**src/rtl/stack_memory_responder.sv**
```systemverilog
// Memory-side responder: one request at a time, performs a RAM access and returns data or a fault.
// Optional macro STACK_BOUND_CHECK_EN adds push/pop stack-bound checking on top of the range check.
module stack_memory_responder #(
  parameter int WORD_SIZE           = 32,
  parameter int MEM_DEPTH           = 8192,
  parameter int MEM_LATENCY         = 1,
  parameter int KERNEL_STACK_TOP    = 4096,
  parameter int KERNEL_STACK_BOTTOM = 6143,
  parameter int USER_STACK_TOP      = 6144,
  parameter int USER_STACK_BOTTOM   = 8191
) (
  input  logic                 clock,
  input  logic                 reset,
  input  logic                 req_valid,
  output logic                 req_ready,
  input  logic [2:0]           req_op,
  input  logic                 req_write,
  input  logic [WORD_SIZE-1:0] req_address,
  input  logic [WORD_SIZE-1:0] req_data,
  input  logic                 is_kernel,
  output logic                 resp_valid,
  input  logic                 resp_ready,
  output logic [WORD_SIZE-1:0] resp_data,
  output logic                 resp_fault,
  output logic [WORD_SIZE-1:0] mem_address,
  output logic                 mem_write_enable,
  output logic [WORD_SIZE-1:0] mem_write_data,
  input  logic [WORD_SIZE-1:0] mem_read_data
);

  typedef enum logic [1:0] {IDLE, ACCESS, RESP} state_t;

  localparam logic [WORD_SIZE-1:0] C_DEPTH    = WORD_SIZE'(MEM_DEPTH);
  localparam logic [2:0]           C_LAST_CNT = 3'(MEM_LATENCY - 1);

  state_t     r_state;
  logic       r_write;
  logic [2:0] r_count;

  logic w_rangeFault;
  logic w_stackFault;
  logic w_fault;

  assign w_rangeFault = (req_address >= C_DEPTH);

`ifdef STACK_BOUND_CHECK_EN
  localparam logic [WORD_SIZE-1:0] C_K_TOP = WORD_SIZE'(KERNEL_STACK_TOP);
  localparam logic [WORD_SIZE-1:0] C_K_BOT = WORD_SIZE'(KERNEL_STACK_BOTTOM);
  localparam logic [WORD_SIZE-1:0] C_U_TOP = WORD_SIZE'(USER_STACK_TOP);
  localparam logic [WORD_SIZE-1:0] C_U_BOT = WORD_SIZE'(USER_STACK_BOTTOM);

  logic [WORD_SIZE-1:0] w_top;
  logic [WORD_SIZE-1:0] w_bottom;
  logic                 w_isStackOp;

  assign w_top        = is_kernel ? C_K_TOP : C_U_TOP;
  assign w_bottom     = is_kernel ? C_K_BOT : C_U_BOT;
  assign w_isStackOp  = (req_op == 3'd1) || (req_op == 3'd2);
  assign w_stackFault = w_isStackOp && ((req_address < w_top) || (req_address > w_bottom));
`else
  logic w_unused;
  assign w_unused = ^{req_op, is_kernel, 32'(KERNEL_STACK_TOP), 32'(KERNEL_STACK_BOTTOM),
                      32'(USER_STACK_TOP), 32'(USER_STACK_BOTTOM)};
  assign w_stackFault = 1'b0;
`endif

  assign w_fault   = w_rangeFault || w_stackFault;
  assign req_ready = (r_state == IDLE);

  // Write strobe is raised on acceptance so it spans exactly the single ACCESS cycle of a store.
  always_ff @(posedge clock or posedge reset) begin
    if (reset) begin
      r_state          <= IDLE;
      r_write          <= 1'b0;
      r_count          <= 3'd0;
      resp_valid       <= 1'b0;
      resp_fault       <= 1'b0;
      resp_data        <= '0;
      mem_address      <= '0;
      mem_write_enable <= 1'b0;
      mem_write_data   <= '0;
    end else begin
      case (r_state)
        IDLE: begin
          if (req_valid) begin
            r_write <= req_write;
            r_count <= 3'd0;
            if (w_fault) begin
              resp_valid <= 1'b1;
              resp_fault <= 1'b1;
              resp_data  <= '0;
              r_state    <= RESP;
            end else begin
              mem_address      <= req_address;
              mem_write_data   <= req_data;
              mem_write_enable <= req_write;
              r_state          <= ACCESS;
            end
          end
        end
        ACCESS: begin
          if (r_write) begin
            mem_write_enable <= 1'b0;
            resp_valid       <= 1'b1;
            resp_fault       <= 1'b0;
            resp_data        <= '0;
            r_state          <= RESP;
          end else if (r_count == C_LAST_CNT) begin
            r_count    <= 3'd0;
            resp_valid <= 1'b1;
            resp_fault <= 1'b0;
            resp_data  <= mem_read_data;
            r_state    <= RESP;
          end else begin
            r_count <= r_count + 3'd1;
          end
        end
        RESP: begin
          if (resp_ready) begin
            resp_valid <= 1'b0;
            resp_fault <= 1'b0;
            resp_data  <= '0;
            r_state    <= IDLE;
          end
        end
        default: r_state <= IDLE;
      endcase
    end
  end

endmodule

```
**config.mk**
```make
export PLATFORM = sky130hd
export DESIGN_NAME = stack_memory_responder
export DESIGN_NICKNAME = d
export VERILOG_FILES = /design/src/rtl/stack_memory_responder.sv
export SDC_FILE = /design/constraint.sdc
export NUM_CORES = 1
export LEC_CHECK = 0
export CAP_MARGIN = 15
export CORE_AREA = 2 2 105 107
export CTS_CLUSTER_DIAMETER = 80
export DETAILED_ROUTE_END_ITERATION = 6
export DIE_AREA = 0 0 107 109
export GPL_ROUTABILITY_DRIVEN = 0
export GPL_TIMING_DRIVEN = 0
export PLACE_DENSITY = 0.91
export SLEW_MARGIN = 0
export SYNTH_ARGS = -nofsm -noshare
export SYNTH_HDL_FRONTEND = slang
export SYNTH_SLANG_ARGS = --single-unit
```
**constraint.sdc**
```tcl
create_clock -name clock -period 7.95 [get_ports clock]
set_clock_uncertainty 0.05 [all_clocks]
set_input_delay 1.59 -clock clock [delete_from_list [all_inputs] [get_ports clock]]
set_output_delay 1.59 -clock clock [all_outputs]
set_load 0.05 [all_outputs]
```
==> qor.txt, run 1 <==
Status: completed
Post-synthesis cell area: 0.00473 mm²
Antenna violations before repair: 0
Switch Pwr: 0.364 mW
Seq pwr share: 49.2%
Mapped Cells: 392
Synth top area share: 55.6%
Core ar.: 0.0106 mm²
Final WL: 13,000 µm
Int Pwr: 0.771 mW
Mux cell area share after synthesis: 11.6%
Final hold slack: 441 ps
Drt pass-1 iters: 5
Post-Synth Adder-Cell Area: 1.59%
Synth Warn #: 0
Vert. Die Dim: 109 µm
Area share of and/or/nand/nor cells after synthesis: 14.4%
Combinational cell fraction of total power: 23.9%
Worst path required time: 6310 ps
CTS Sinks: 105
Ranking of synthesized cells by area: dfrtp_1, mux2_1, a32oi_1
Row cnt: 38
Max frequency: 0.276 GHz
Max-slew headroom at the worst pin: 53.7%
CTS tree: yes
Final setup viols: 0
Hold path start: mem_write_data[26]
Clk pwr share: 26.8%
Syn Nets: 503
Root Buffer: clkbuf_8
Sw frac: 32.1%
Cell variety after synth: 41
Hold/Removal Path Class: reg2reg
Number of global-route vias before repair: 4,032
Max Cap Viol: 0
Final hold violation count: 0
Drc violations: 0
DR WL/cell: 17.4 µm
Syn Area/Cell: 12.1 µm²
Share of cells above drive strength 1: 7.73%
Gr usage total: 21.9%
Worst reg2reg path startpoint: r_state[0]
DR iter-0 viols: 217
First-pass GRT wire length: 20,100 µm
Least-Margin Pin Slew: 695 ps
Post-synthesis compound-gate area fraction: 12.1%
FFs w/ async S/R, synth: 100%
Clk_lat worst skew: 360 ps
CTS Hold Bufs: 0
Final Critical Period: 3620 ps
Crit start category: flip-flop
Total gr overflow: 0
Synth Area in XOR/XNOR: 0%
Total power: 1.13 mW
Commonest non-fill, non-tap cell in the layout: clkdlybuf4s50_1
Fin nets: 715
Largest net degree at the start of global routing: 57
Highest-count cells in the layout ignoring fill and taps: clkdlybuf4s50_1, dfrtp_1, mux2_1, and3_1
Crit end category: output pin
Crit path from: r_state[0]
Peak supply drop: 0.0957 mV
Post-CTS setup buffers: 0
Detailed-route via count: 4,085
Fin Setup TNS: 0 ps
CP Max Fanout: 5
Synth-to-Final Area Change: 50.4%
Via density: 5.46
Post-synthesis register bit count: 105
CP Class: reg2out
Inserted Clock Buffers: 9
Power Dens Cells: 160 mW/mm²
Largest family of logic cells by synthesized area: simple AND/OR/NAND/NOR gates
Final HPWL DP: 9850 µm
Max-slew violations: 0
I/O pins: 205
Arrival time at the worst endpoint: 1980 ps
Static Leak: 3.24 nW
Fill cell count: 772
Tcrit/Tclk final: 45.5%
RSZ-0062 raised after global routing: no
Dominant synthesized flop cell: dfrtp_1
Number of I/O port buffers: 200
Number of synthesized flops with an enable pin: 0
PostCTS Resize Cnt: 0
Die area: 0.0117 mm²
ANT nets after route: 0
Die W: 107 µm
Synth area leader: dfrtp_1
Starting Density: 44.6%
Max Root-Sink Buffers: 2
Ant diodes: 0
Post-synthesis sequential area ratio: 55.6%
H-tree Lvls: 3
CTS clock-pin slew for the worst setup and hold paths: 90 ps
critical path, stage by stage, from the launching register on:
cell             delay, ps
dfrtp_1                410
inv_1                  110
ha_1                   250
clkdlybuf4s50_1        850
through the flow:
step                cells  cell area, µm²  util (%)  worst slack [ps]
detailed placement    733            6940      65.4              4140
CTS                   748            7110      67.1              4340
finish                748            7110      67.1              4330
global route          748            7110      67.1              4250
floorplan             392            4730         -              3550
global placement      732            6910      65.1              2230
path summary, 6_finish.rpt:
kind	slack, ps	endpoint	cells past startpoint
min in group asynchronous	1640	mem_address[2]	2
max in group asynchronous	5520	resp_data[9]	3
worst max register to register	5580	resp_fault	7
worst min-delay path	440	mem_write_data[26]	1
worst max-delay path	4330	req_ready	3
worst min register to register	440	mem_write_data[26]	1
cells by family (layout without fill, tap and decap cells):
logic type / count (synthesis) / in the layout
adder cells (fa/ha/maj): 6 / 6
flip-flops: 105 / 105
AND/OR/NAND/NOR: 112 / 112
buffers and inverters: 41 / 257
multiplexers: 49 / 49
AO/OA/AOI/OAI: 79 / 79
synthesized netlist by cell type (4+ instances only):
cell	number
nor2b_1	22
buf_2	10
nand3_1	32
mux2_2	5
nand2_1	6
clkbuf_1	16
o21ai_1	30
dfrtp_1	105
and3_1	33
ha_1	6
a32oi_1	32
inv_1	5
mux2_1	41
buf_8	4
power groups by stage:
| stage | combinational, mW | sequential (mW) | clock (mW) |
|---|---|---|---|
| floorplan | 0.129 | 0.591 | 0 |
| global placement | 0.259 | 0.567 | 0 |
| detailed placement | 0.268 | 0.569 | 0 |
| CTS | 0.270 | 0.558 | 0.312 |
| global route | 0.289 | 0.559 | 0.333 |
| finish | 0.272 | 0.558 | 0.304 |
final cells by class:
| type | instances | area [µm²] | share of cell area [%] |
|---|---|---|---|
| plain buffers | 36 | 208 | 2.92 |
| flip-flops and latches | 105 | 2630 | 36.9 |
| clock buffers | 9 | 124 | 1.74 |
| multi-input cells | 246 | 1880 | 26.4 |
| well taps | 140 | 175 | 2.46 |
| repair buffers | 201 | 2030 | 28.5 |
| inverters | 5 | 21.3 | 0.299 |
| clock inverters | 6 | 51.3 | 0.721 |
registers in the layout, indices dropped and copies added (netlist names):
name and count:
r_count 3, mem_write_data 32, resp_data 32, mem_write_enable 1, mem_address 32, resp_valid 1, r_write 1, resp_fault 1
r_state 2
per-layer routing:
metal	global-route usage, %	wire length [µm]	vias up
li1	-	-	1888
met1	27.7	5320	2014
met2	38.3	6660	163
met3	3.23	788	20
met4	7.88	259	0
met5	0	0	-
Power figures use the tool's default switching activity.
==> inputs of run 2 (changes only) <==
--- a/config.mk
+++ b/config.mk
@@ -6,13 +6,13 @@
 export NUM_CORES = 1
 export LEC_CHECK = 0
 export CAP_MARGIN = 15
-export CORE_AREA = 2 2 105 107
+export CORE_AREA = 2 2 115 117
 export CTS_CLUSTER_DIAMETER = 80
 export DETAILED_ROUTE_END_ITERATION = 6
-export DIE_AREA = 0 0 107 109
+export DIE_AREA = 0 0 117 119
 export GPL_ROUTABILITY_DRIVEN = 0
 export GPL_TIMING_DRIVEN = 0
-export PLACE_DENSITY = 0.91
+export PLACE_DENSITY = 0.81
 export SLEW_MARGIN = 0
 export SYNTH_ARGS = -nofsm -noshare
 export SYNTH_HDL_FRONTEND = slang
==> constraint.sdc (replaced) <==
create_clock -name clock -period 3.2 [get_ports clock]
set_clock_uncertainty 0.05 [all_clocks]
set_input_delay 0.64 -clock clock [delete_from_list [all_inputs] [get_ports clock]]
set_output_delay 0.64 -clock clock [all_outputs]
set_load 0.05 [all_outputs]
==> run 2 against run 1 <==
Effect of this change: core utilization decreased by 10 points; setup slack got worse by 3800 ps; die area rose by 19%; critical endpoint unchanged; largest cell class unchanged.
==> qor.txt, run 2 (synthesis results as in run 1) <==
Total power: 3.12 mW (+170%)
CTS clock-pin slew for the worst setup and hold paths: 70 ps (-20 ps)
Core ar.: 0.0129 mm² (+21%)
CTS Sinks: 105 (unchanged)
Detailed-route via count: 4,013 (-1.8%)
Final hold violation count: 0 (unchanged)
Fin Setup TNS: 0 ps (unchanged)
Post-route insts no fill: 786 (+5.1%)
Share of cells above drive strength 1: 8.03% (+0.30 points)
Power Dens Cells: 428 mW/mm² (+170%)
Row cnt: 42 (+11%)
Vert. Die Dim: 119 µm (+9.2%)
Static Leak: 3.29 nW (+1.4%)
Gr usage total: 18.7% (-3.2 points)
Drc violations: 0 (unchanged)
PostCTS Resize Cnt: 0 (unchanged)
Number of I/O port buffers: 200 (unchanged)
Least-Margin Pin Slew: 624 ps (-70.9 ps)
Commonest non-fill, non-tap cell in the layout: clkdlybuf4s50_1
CTS tree: yes
Top delay family on crit path: buffers and inverters
Post-CTS setup buffers: 0 (unchanged)
DR iter-0 viols: 203 (-6.5%)
H-tree Lvls: 3 (unchanged)
Top flop regs: mem_address x32, mem_write_data x32, resp_data x32
Tcrit/Tclk final: 83.0%
Worst path required time: 2510 ps (-3800 ps)
Via density: 5.11 (-6.5%)
Inst Count DP: 770 (+5.0%)
Largest net degree at the start of global routing: 47 (-18%)
ANT nets after route: 0 (unchanged)
First-pass GRT wire length: 20,500 µm (+1.8%)
Final Critical Period: 2650 ps
Die area: 0.0139 mm² (+19%)
Final WL: 13,100 µm (+0.27%)
Peak supply drop: 0.259 mV (+170%)
Synth-to-Final Area Change: 54.0%
Crit start category: flip-flop
RSZ-0062 raised after global routing: no
Number of global-route vias before repair: 4,089 (+1.4%)
DR WL/cell: 16.6 µm (-4.6%)
Max-slew violations: 0 (unchanged)
Setup ws final: 545 ps (-3790 ps)
Ant diodes: 0 (unchanged)
Crit path cell chain: inv_1 -> ha_1 -> clkdlybuf4s50_1
Final setup viols: 0 (unchanged)
Root Buffer: clkbuf_16
Max Root-Sink Buffers: 2 (unchanged)
Hold/Removal Path Class: reg2reg
Highest-count cells in the layout ignoring fill and taps: clkdlybuf4s50_1, dfrtp_1, mux2_1, and3_1
Total gr overflow: 0 (unchanged)
Max-slew headroom at the worst pin: 58.4% (+4.7 points)
I/O pins: 205 (unchanged)
Max frequency: 0.377 GHz
Arrival time at the worst endpoint: 1960 ps (-20 ps)
Slowest CP cell: clkdlybuf4s50_1
CP Max Fanout: 5 (unchanged)
Drt pass-1 iters: 4 (-1)
Buffer and inverter count on the worst path: 2 (unchanged)
Status: completed
Starting Density: 36.7% (-7.9 points)
Post-place setup slack: 288 ps (-3850 ps)
Inserted Clock Buffers: 9 (unchanged)
Final HPWL DP: 9950 µm (+1.1%)
Die W: 117 µm (+9.3%)
Slowest stage delay, CP: 840 ps (about the same)
Fin nets: 716 (+0.14%)
Util after Layout: 56.6% (-10 points)
Clk_lat worst skew: 340 ps (-20 ps)
Max Cap Viol: 0 (unchanged)
Crit end category: output pin
CTS Hold Bufs: 0 (unchanged)
CP Class: reg2out
Antenna violations before repair: 0 (unchanged)
## run 2: changes by cell type in the layout (fill, tap and decap cells not counted)
cell | previous run | this run
clkinv_2 | 1 | 0
clkbuf_16 | 0 | 9
buf_12 | 0 | 2
buf_16 | 1 | 0
clkinvlp_4 | 0 | 3
inv_4 | 1 | 0
clkbuf_8 | 9 | 1
inv_8 | 1 | 0
## run 2: stage by stage
stage	instance area (µm²)	hold slack, ps
2_1_floorplan	4730	467
3_3_place_gp	6960	418
3_5_place_dp	7000	424
4_1_cts	7280	440
5_1_grt	7280	453
6_report	7280	433
## run 2: area by class of cell
type / count / area, µm²
flip-flops and latches: 105 / 2630
inverters: 5 / 22.5
well taps: 176 / 220
multi-input cells: 246 / 1880
repair buffers: 202 / 2040
clock inverters: 6 / 50.0
clock buffers: 10 / 239
fillers: 1060 / 5590
plain buffers: 36 / 208
## run 2: power by group
part	switching [mW]	internal, mW
sequential	0.0281	1.36
clock	0.498	0.558
combinational	0.410	0.267
total	0.936	2.18
## run 2: worst reg2reg max path, cell delays in order (launching register included)
cell and delay [ps]:
dfrtp_1 420, inv_1 110, ha_1 250, buf_2 270
nand2_1 160, nor4b_2 300, buf_4 300, buf_8 190
mux2_1 330
## run 2: final timing paths
kind	from	to	slack [ps]	depth (start not counted)
setup / recovery	r_state[1]	req_ready	550	3
hold / removal	mem_write_data[2]	mem_write_data[2]	430	1
setup reg to reg	r_state[1]	mem_write_data[25]	700	8
hold reg to reg	mem_write_data[2]	mem_write_data[2]	430	1
max in group asynchronous	reset	mem_write_data[3]	1920	3
min in group asynchronous	reset	mem_write_data[13]	620	2
## run 2: per-layer routing
layer	routed length, µm	part of all wire (%)	GRT usage, %	vias to the layer above
li1	-	-	-	1880
met1	5510	42	23.6	1943
met2	6250	48	31.2	172
met3	1080	8.2	5.50	18
met4	228	1.7	4.78	0
met5	0	0	0	-
==> inputs of run 3 (changes only) <==
==> constraint.sdc (replaced) <==
create_clock -name clock -period 2.42 [get_ports clock]
set_clock_uncertainty 0.05 [all_clocks]
set_input_delay 0.484 -clock clock [delete_from_list [all_inputs] [get_ports clock]]
set_output_delay 0.484 -clock clock [all_outputs]
set_load 0.05 [all_outputs]
==> run 3 against run 2 <==
Effect of this change: die area unchanged; global-route usage increased by 0.54 points; routed wire length increased by 5.4%; setup slack got worse by 480 ps; power increased by 35%; core utilization increased by 1.2 points; critical path depth increased by 4; register-to-register slack got worse by 610 ps; sequential share of layout area decreased by 0.74 points.
==> qor.txt, run 3 (synthesis results as in run 1) <==
Status: completed
CP Max Fanout: 10 (+5)
CP Class: in2reg
Power Dens Cells: 565 mW/mm² (+32%)
Tcrit/Tclk final: 97.1%
Max-slew headroom at the worst pin: 62.1% (+3.7 points)
Crit end category: flip-flop
Inserted Clock Buffers: 9 (unchanged)
Starting Density: 36.7% (unchanged)
Vert. Die Dim: 119 µm (unchanged)
Max Root-Sink Buffers: 2 (unchanged)
Largest net degree at the start of global routing: 45 (-4.3%)
Least-Margin Pin Slew: 567 ps (-57.1 ps)
Total gr overflow: 0 (unchanged)
Die W: 117 µm (unchanged)
ANT nets after route: 0 (unchanged)
CTS Hold Bufs: 0 (unchanged)
Fin nets: 728 (+1.7%)
Antenna violations before repair: 0 (unchanged)
Drc violations: 0 (unchanged)
Peak supply drop: 0.392 mV (+51%)
First-pass GRT wire length: 21,000 µm (+2.7%)
Via density: 5.11 (+0.14%)
CTS tree: yes
Drt pass-1 iters: 5 (+1)
Max frequency: 0.425 GHz
Row cnt: 42 (unchanged)
Max-slew violations: 0 (unchanged)
Final HPWL DP: 10,200 µm (+2.7%)
Post-route insts no fill: 798 (+1.5%)
Final hold violation count: 0 (unchanged)
Final Critical Period: 2350 ps
I/O pins: 205 (unchanged)
CTS clock-pin slew for the worst setup and hold paths: 70 ps (about the same)
Area after DPL: 0.00700 mm² (about the same)
Final WL: 13,800 µm (+5.4%)
Commonest non-fill, non-tap cell in the layout: clkdlybuf4s50_1
Inst Count DP: 770 (unchanged)
Number of I/O port buffers: 200 (unchanged)
Root Buffer: clkbuf_16
Final setup viols: 0 (unchanged)
Gr usage total: 19.2% (+0.54 points)
Die area: 0.0139 mm² (unchanged)
Arrival time at the worst endpoint: 2520 ps (+560 ps)
Crit start category: input port
Share of cells above drive strength 1: 10.9% (+2.9 points)
Synth-to-Final Area Change: 57.2%
DR iter-0 viols: 245 (+21%)
DR WL/cell: 17.3 µm (+3.9%)
Static Leak: 3.38 nW (+2.7%)
Setup ws final: 69.8 ps (-476 ps)
Top flop regs: mem_address x32, mem_write_data x32, resp_data x32
Post-place setup slack: -334 ps (-622 ps)
Hold/Removal Path Class: reg2reg
H-tree Lvls: 3 (unchanged)
Worst path required time: 2590 ps (+80 ps)
CTS Sinks: 105 (unchanged)
Util after Layout: 57.8% (+1.2 points)
Detailed-route via count: 4,080 (+1.7%)
Number of global-route vias before repair: 4,138 (+1.2%)
Max Cap Viol: 0 (unchanged)
Finished Cell Area: 0.00744 mm² (+2.1%)
Core ar.: 0.0129 mm² (unchanged)
Clk_lat worst skew: 340 ps (about the same)
Highest-count cells in the layout ignoring fill and taps: clkdlybuf4s50_1, dfrtp_1, mux2_1, and3_1
Final hold slack: 438 ps (+5.38 ps)
Ant diodes: 0 (unchanged)
## run 3: changes by cell type in the layout (fill, tap and decap cells not counted), sizes merged
cell	previous run	this run
buf	19	30
clkbuf	29	30
clkdlybuf4s50	200	199
clkinv	2	4
clkinvlp	3	2
dlygate4sd2	0	1
inv	6	5
## run 3: path summary, 6_finish.rpt
check	from	endpoint	slack (ps)	depth (start not counted)
max in group asynchronous	reset	mem_address[14]	1240	3
min	mem_write_data[30]	mem_write_data[30]	440	1
min in group asynchronous	reset	r_write	490	2
min reg2reg	mem_write_data[30]	mem_write_data[30]	440	1
max	req_address[30]	mem_write_data[12]	70	7
max reg2reg	r_state[1]	resp_data[14]	90	8
## run 3: critical path, cell delays in order
cell,delay [ps]
clkdlybuf4s50_1,410
nor4_2,330
nand2_2,150
nor4b_4,410
buf_6,220
buf_8,150
mux2_1,340
## run 3: report_power, final
part	internal, mW	switching, mW	total, mW	leakage (nW)
Combinational	0.404	0.568	0.972	1.79
Sequential	1.80	0.0398	1.84	1.45
Clock	0.714	0.678	1.39	0.135
## run 3: metrics by stage
stage | power [mW] | setup TNS, ps
floorplan | 2.37 | 0
global placement | 2.72 | -54240
detailed placement | 2.76 | -22730
CTS | 4.15 | 0
global route | 4.36 | -909
finish | 4.20 | 0
## run 3: repair_timing
action | in CTS | in global routing
hold endpoints to repair | 0 | 0
pin swaps | 0 | 5
endpoints found under the setup margin | 1 | 74
buffers inserted | 0 | 11
cloned | 0 | 1
resized for setup | 1 | 18
## run 3: per-layer routing
layer / vias to the layer above / wire (µm) / GRT usage (%) / share of wire, %
met1: 1981 / 5860 / 24.8 / 43
met3: 13 / 1070 / 4.63 / 7.7
li1: 1913 / - / - / -
met4: 0 / 141 / 4.78 / 1.0
met5: - / 0 / 0 / 0
met2: 173 / 6700 / 32.3 / 49
## run 3: cell type report
type / instances / area, µm²
Fill cell: 1058 / 5440
Sequential cell: 105 / 2630
Timing Repair Buffer: 214 / 2130
Multi-Input combinational cell: 246 / 1930
Clock buffer: 10 / 229
Buffer: 36 / 223
Tap cell: 176 / 220
Clock inverter: 6 / 53.8
Inverter: 5 / 22.5
